<file path="config.mk">
export PLATFORM = sky130hd
export DESIGN_NAME = seq_shift_multiplier
export DESIGN_NICKNAME = d
export VERILOG_FILES = /design/src/rtl/seq_shift_multiplier.sv
export SDC_FILE = /design/constraint.sdc
export NUM_CORES = 1
export LEC_CHECK = 0
export CORE_ASPECT_RATIO = 2
export CORE_UTILIZATION = 38
export CTS_CLUSTER_DIAMETER = 120
export DETAILED_ROUTE_END_ITERATION = 8
export PLACE_DENSITY = 0.55
export SKIP_LAST_GASP = 1
export SYNTH_ARGS = -nofsm -noshare
export SYNTH_HDL_FRONTEND = slang
export SYNTH_SLANG_ARGS = --single-unit
</file>
<file path="constraint.sdc">
create_clock -name clk -period 4.6 [get_ports clk]
set_input_delay 0.92 -clock clk [delete_from_list [all_inputs] [get_ports clk]]
set_output_delay 0.92 -clock clk [all_outputs]
set_load 0.01 [all_outputs]
</file>
<file path="src/rtl/seq_shift_multiplier.sv">
// Sequential shift-add multiplier, one multiplier bit retired per clock, signed/unsigned at runtime.
// Optional SEQ_MULT_EARLY_TERM_EN: finish as soon as no set multiplier bits remain.
module seq_shift_multiplier #(
  parameter int WIDTH = 32,
  parameter int CNT_W = $clog2(WIDTH) + 1
) (
  input  logic                 clk,
  input  logic                 rst_n,
  input  logic                 start,
  input  logic                 signed_mode,
  input  logic [WIDTH-1:0]     a,
  input  logic [WIDTH-1:0]     b,
  output logic                 busy,
  output logic                 done,
  output logic [2*WIDTH-1:0]   p
);

  localparam int PW = 2 * WIDTH;

  typedef enum logic [1:0] {IDLE, RUN, DONE} state_t;

  state_t                 state;
  logic signed [PW-1:0]   mcand_sh;
  logic signed [PW-1:0]   acc;
  logic signed [PW-1:0]   acc_nxt;
  logic [WIDTH-1:0]       b_sh;
  logic                   smode;
  logic [CNT_W-1:0]       cnt;
  logic                   msb_iter;
  logic                   last_iter;

  function automatic logic signed [PW-1:0] extend_operand(input logic [WIDTH-1:0] v,
                                                          input logic s);
    extend_operand = {{WIDTH{s & v[WIDTH-1]}}, v};
  endfunction

  // The MSB of a two's-complement multiplier carries weight -2^(WIDTH-1), so it subtracts.
  always_comb begin
    msb_iter = (cnt == CNT_W'(WIDTH - 1));
    acc_nxt  = acc;
    if (b_sh[0])
      acc_nxt = (smode && msb_iter) ? acc - mcand_sh : acc + mcand_sh;
  end

`ifdef SEQ_MULT_EARLY_TERM_EN
  assign last_iter = msb_iter || (b_sh[WIDTH-1:1] == '0);
`else
  assign last_iter = msb_iter;
`endif

  always_ff @(posedge clk or negedge rst_n) begin
    if (!rst_n) begin
      state    <= IDLE;
      busy     <= 1'b0;
      done     <= 1'b0;
      p        <= '0;
      acc      <= '0;
      mcand_sh <= '0;
      b_sh     <= '0;
      smode    <= 1'b0;
      cnt      <= '0;
    end else begin
      case (state)
        IDLE: begin
          done <= 1'b0;
          if (start) begin
            mcand_sh <= extend_operand(a, signed_mode);
            b_sh     <= b;
            smode    <= signed_mode;
            acc      <= '0;
            cnt      <= '0;
            busy     <= 1'b1;
            state    <= RUN;
          end
        end
        RUN: begin
          done     <= 1'b0;
          acc      <= acc_nxt;
          mcand_sh <= mcand_sh << 1;
          b_sh     <= b_sh >> 1;
          cnt      <= cnt + 1'b1;
          if (last_iter) begin
            busy  <= 1'b0;
            state <= DONE;
          end
        end
        DONE: begin
          done <= 1'b1;
          p    <= acc;
          // A start here chains straight into the next operation.
          if (start) begin
            mcand_sh <= extend_operand(a, signed_mode);
            b_sh     <= b;
            smode    <= signed_mode;
            acc      <= '0;
            cnt      <= '0;
            busy     <= 1'b1;
            state    <= RUN;
          end else begin
            state <= IDLE;
          end
        end
        default: begin
          busy  <= 1'b0;
          done  <= 1'b0;
          state <= IDLE;
        end
      endcase
    end
  end

endmodule
</file>
==> results of run 1 <==
==> power by group <==
group | internal, mW | switching, mW
logic | 5.99 | 6.27
clock network | 1.36 | 0.891
registers | 3.09 | 0.857
==> flip-flops by register name, summed over array words and instances, names as in the netlist <==
name      cells
busy          1
p            64
state         2
mcand_sh     64
b_sh         32
smode         1
cnt           6
done          1
acc          64
==> layer usage <==
| layer | share of wire, % | wire length (um) | track usage [%] | vias up |
|---|---|---|---|---|
| li1 | - | - | - | 6295 |
| met1 | 36 | 16000 | 23.9 | 6235 |
| met2 | 55 | 24600 | 45.2 | 252 |
| met3 | 2.3 | 1030 | 1.99 | 97 |
| met4 | 6.3 | 2800 | 14.1 | 0 |
| met5 | 0 | 0 | 0 | - |
==> cell families after synthesis <==
family / synth area share [%]
AND/OR/NAND/NOR: 15.8
XOR/XNOR: 7.32
buffers and inverters: 3.23
multiplexers: 9.26
adder cells (fa/ha/maj): 5.76
flip-flops: 40.7
AO/OA/AOI/OAI: 18.0
==> final timing paths <==
kind	from	end	slack [ns]	depth (start not counted)
min in group clk	b_sh[19]$_DFFE_PN0P_	b_sh[19]$_DFFE_PN0P_	0.48	2
worst min-delay path	rst_n	p[5]$_DFFE_PN0P_	0.37	1
worst min register to register	b_sh[19]$_DFFE_PN0P_	b_sh[19]$_DFFE_PN0P_	0.48	2
worst max register to register	mcand_sh[14]$_DFFE_PN0P_	acc[56]$_DFFE_PN0P_	-0.23	18
max in group asynchronous	rst_n	p[56]$_DFFE_PN0P_	3.18	2
worst max-delay path	mcand_sh[14]$_DFFE_PN0P_	acc[56]$_DFFE_PN0P_	-0.23	18
==> critical path, delay by kind of cell, from the launching register on <==
kind	cells	cell delay [ns]
and+or+nand+nor	9	2.62
adders and majority gates	1	0.36
DFF	1	0.38
AOI/OAI and AO/OA	5	0.92
xor gates and xnor gates	1	0.15
buffers and inverters	2	0.32
==> what timing repair did <==
action                     4_1_cts  5_1_grt
buffers inserted                14       10
gates resized for setup         57       71
pin swaps                       31       36
setup endpoints to repair       18       31
==> cell usage after synthesis (10+ instances only) <==
| cell | n |
|---|---|
| clkbuf_1 | 66 |
| inv_1 | 24 |
| o21ai_0 | 176 |
| or4_1 | 10 |
| nand3_1 | 75 |
| xnor2_1 | 59 |
| o21bai_1 | 14 |
| xor2_1 | 60 |
| mux2_2 | 62 |
| a31oi_1 | 19 |
| a21oi_1 | 120 |
| mux2i_1 | 64 |
| nor2_1 | 90 |
| nand2_1 | 180 |
| dfrtp_1 | 235 |
| ha_1 | 65 |
| nand4_1 | 25 |
| a21o_1 | 27 |
| buf_1 | 16 |
| nor3_1 | 17 |
| o31ai_1 | 17 |
==> area by class of cell <==
| class | instances | area [sq um] |
|---|---|---|
| Fill cell | 3417 | 17800 |
| Clock buffer | 37 | 751 |
| Sequential cell | 235 | 5880 |
| Inverter | 26 | 97.6 |
| Multi-Input combinational cell | 1211 | 8670 |
| Tap cell | 459 | 574 |
| Antenna cell | 1 | 2.50 |
| Clock inverter | 9 | 164 |
| Timing Repair Buffer | 403 | 3420 |
==> results.toml, run 1 <==
[sta]
drv_slew = 0
tns_ns = -1.80
hold-worst-slack_ns = 0.374
rsz0062_at_grt = "yes"
maxSlewHeadroom_pct = 27.9
finClkSkew_ns = 0.0228
final.setup.worst_slack_ns = -0.234
fin_crit_ns = 4.83
clock.fmax_ghz = 0.207
finalCritPeriodShare_pct = 105
setup_violations = 16
worst_pin_slew_ns = 1.08
hold_viol = 0

[setup_path]
cp_data_arrival_time_ns = 5.33
crit_required_ns = 5.10
end_kind = "flop"
cpMaxStageDelayCell = "or4_4"
crit_type = "reg2reg"
max_stage_delay_ns = 0.56
path_max_fanout = 6
crit_chain = "or4_4, nor4_4, buf_4, nand4bb_4, or3_4, o41ai_4, xor2_2, ha_1, nand4_1, or4_1, nand4_1, a311o_1, a31oi_2, buf_6, o31ai_4, a21boi_4, or4_1, nand3_1"
startpoint_type = "flop"

[detailed_routing]
wire_per_inst_um = 18.7
drc = 0
final_antenna_net_count = 0
vias = 12900
firstDrtPassIters = 5
wirelength_um = 44400
drt-vias-per-instance = 5.41
drtIter0Drc = 509

[clock_tree]
clock_latency_ns = 0.57
clk_path_buf_depth = 3
h-tree-depth = 1
clock_sinks = 235
numCtsBuffers = 25
postCtsHoldBufs = 0
cts-root-buf = "clkbuf_16"
cts_tree = "done"
clkTransAtPathRegs_ns = 0.06

[layout]
post-route-util_pct = 52.3
synthToLayoutAreaGrowth_pct = 35.3
nets = 2036
final_common_cell = "buf_4"
stdcell_count = 2381
layout_common_cells = "260 x buf_4, 234 x dfrtp_1, 169 x nand2_1, 159 x o21ai_0, 132 x clkdlybuf4s50_1"
fin_area_sq_um = 19600
layout-drive-gt1-share_pct = 25.7

[placed_design]
placed_cells = 2311
hpwl_um = 33800
dpl_cell_area_sq_um = 17900
port_buffers = 133
gp_congestion = 0.959
place_ws_ns = -0.351

[synthesis]
synth_seq_cells = 235
ys_types = 78
syn_area_sq_um = 14500
yosysSeqAreaShare_pct = 40.7
netlist_instances = 1565
syn_nets = 1699
synth_edf_count = 0
avgSynthCellArea_sq_um = 9.24
synth.top_cell.area_share_pct = 40.7
synthTopCellsByArea = "dfrtp_1 41%, o21ai_0 6.1%, ha_1 5.6%, mux2_2 4.8%, nand2_1 4.7%"
synth_top_area_cell = "dfrtp_1"
synthArstFlopShare_pct = 100
synth_ff_type = "dfrtp_1"
yosys_warnings = 0

[floorplan]
die_area_sq_um = 38900
rows = 100
die_w_um = 140
core_sq_um = 37400
pin_count = 134
die_y_um = 278
start_util_pct = 38.7

[flow_run]
maxCapViolations = 0

[grt]
grt_overflow = 0
grt_use_total_pct = 23.3
antenna_found_initial = 1
grt_max_degree = 116
grt_pass1_vias = 13400
grt_pass1_wl_um = 71400

[power_and_ir_drop]
powerDensity_nw_per_um2 = 943
irDropWorstVdd_mv = 0.448
total_power_mw = 18.5
p_leak_nw = 8.99

[run_status]
status = "finished, violations left"
violations = "setup timing"

[hold_path]
hp-class = "in2async"
Power figures use the tool's default switching activity.
==> inputs of run 2 (changes only) <==
Settings changed: GPL_TIMING_DRIVEN from default to 0.
==> results.toml, run 2 (synthesis gave the netlist of run 1 again) <==
[setup_path]
path_delay_family = "simple AND/OR/NAND/NOR gates"
crit_type = "reg2reg"
crit_chain = "or3_4, or3_4, nand4bb_4, or3_4, nor3_4, buf_6, nor2_4, xnor2_4, ha_4, nand4_1, buf_4, nor4_4, nand2_1, nand4_1, a311o_1, a31oi_4, o31ai_4, a21boi_4, buf_6, xor2_2, o21ai_1"
reg2reg_from = "mcand_sh[4]$_DFFE_PN0P_"
startpoint_type = "flop"
max_stage_delay_ns = 0.43
end_kind = "flop"
path_buf_inv = 3
crit_path_frequent_cell = "or3_4"
crit_start = "mcand_sh[4]$_DFFE_PN0P_"
path_max_fanout = 7
crit_required_ns = 5.01
cp_data_arrival_time_ns = 5.31
cpMaxStageDelayCell = "dfrtp_2"

[layout]
layout_common_cells = "226 x dfrtp_1, 171 x nand2_1, 148 x o21ai_0, 132 x clkdlybuf4s50_1, 99 x a21oi_1"
fill_cells = 3491
layout-drive-gt1-share_pct = 19.6
synthToLayoutAreaGrowth_pct = 30.2
reg_top3 = "acc x64, mcand_sh x64, p x64"
nets = 1932
final_common_cell = "dfrtp_1"
post-route-util_pct = 50.3
stdcell_count = 2273

[power_and_ir_drop]
irDropWorstVdd_mv = 0.379
powerDensity_nw_per_um2 = 929
p_leak_nw = 8.27

[placed_design]
gp_congestion = 0.935
placed_cells = 2159
port_buffers = 133
hpwl_um = 35500

[detailed_routing]
wire_per_inst_um = 20.7
wirelength_um = 47100
drc = 0
drt-vias-per-instance = 5.58
final_antenna_net_count = 0
firstDrtPassIters = 5
drtIter0Drc = 555
vias = 12700

[clock_tree]
clkTransAtPathRegs_ns = 0.06
clock_sinks = 235
clock_latency_ns = 0.56
numCtsBuffers = 24
cts_tree = "done"
clk_path_buf_depth = 3
postCtsHoldBufs = 0
h-tree-depth = 1
cts-root-buf = "clkbuf_16"

[floorplan]
die_area_sq_um = 38900
rows = 100
start_util_pct = 38.7
die_y_um = 278
die_w_um = 140
pin_count = 134
core_sq_um = 37400

[sta]
drv_slew = 0
maxSlewHeadroom_pct = 30.3
tns_ns = -3.85
setup_violations = 19
fin_crit_ns = 4.91
hold_viol = 0
finalCritPeriodShare_pct = 107
rsz0062_at_grt = "yes"
final.setup.worst_slack_ns = -0.309
clock.fmax_ghz = 0.204
worst_pin_slew_ns = 1.05
finClkSkew_ns = 0.0209

[run_status]
violations = "setup timing"
status = "finished, violations left"

[grt]
grt_use_total_pct = 24.2
grt_pass1_vias = 13100
grt_overflow = 0
grt_pass1_wl_um = 72900
antenna_found_initial = 1
grt_max_degree = 111

[hold_path]
hp-class = "in2async"

[flow_run]
maxCapViolations = 0
run 2: layout make-up:
cell class / count / area (sq um) / share of cell area, %
inverters: 26 / 97.6 / 0.518
multi-input cells: 1211 / 9060 / 48.1
clock inverters: 8 / 104 / 0.552
repair buffers: 216 / 2070 / 11.0
clock buffers: 33 / 674 / 3.58
flip-flops and latches: 235 / 5890 / 31.3
diodes: 1 / 2.50 / 0.0133
plain buffers: 84 / 349 / 1.85
well taps: 459 / 574 / 3.05
run 2: final timing paths:
check,endpoint,slack [ns],cells after the start
max,acc[54]$_DFFE_PN0P_,-0.31,21
min,p[8]$_DFFE_PN0P_,0.26,1
max reg2reg,acc[54]$_DFFE_PN0P_,-0.31,21
min reg2reg,b_sh[1]$_DFFE_PN0P_,0.48,2
max in group asynchronous,p[59]$_DFFE_PN0P_,3.44,2
min in group clk,b_sh[1]$_DFFE_PN0P_,0.48,2
run 2: worst reg2reg max path, stage by stage, from the launching register on:
cell	delay, ns
dfrtp_2	0.43
or3_4	0.39
or3_4	0.42
nand4bb_4	0.22
or3_4	0.42
nor3_4	0.23
buf_6	0.15
nor2_4	0.04
xnor2_4	0.27
ha_4	0.27
nand4_1	0.15
buf_4	0.14
nor4_4	0.03
nand2_1	0.08
nand4_1	0.12
a311o_1	0.37
a31oi_4	0.28
o31ai_4	0.13
a21boi_4	0.27
buf_6	0.15
xor2_2	0.13
o21ai_1	0.07
run 2: through the flow:
step / hold WS [ns] / instance area, sq um / power, mW / worst slack [ns]
after detailed placement: 0.471 / 16400 / 13.3 / -1.75
after floorplan: 0.443 / 14500 / 10.3 / -0.0462
final: 0.259 / 18800 / 17.5 / -0.309
after global placement: 0.461 / 16400 / 13.1 / -7.80
after CTS: 0.265 / 18000 / 16.4 / -0.456
after global routing: 0.274 / 18800 / 18.7 / -0.448
run 2: layer usage:
metal  vias to the layer above  track usage (%)  part of all wire (%)
met1                      6199             24.2                    36
met5                         -                0                     0
met4                         0             15.5                   6.9
met3                       125             2.28                   2.8
li1                       6077                -                     -
met2                       280             46.8                    55
run 2: report_power, final:
group          leakage [nW]  switching, mW  internal [mW]
combinational          5.01           6.43           5.01
sequential             2.88          0.960           3.09
clock                 0.381          0.871           1.14
run 2: what timing repair did:
| action | in CTS | in global routing |
|---|---|---|
| gates resized for setup | 117 | 124 |
| pin swaps | 52 | 72 |
| buffers inserted | 46 | 40 |
| setup endpoints to repair | 54 | 34 |
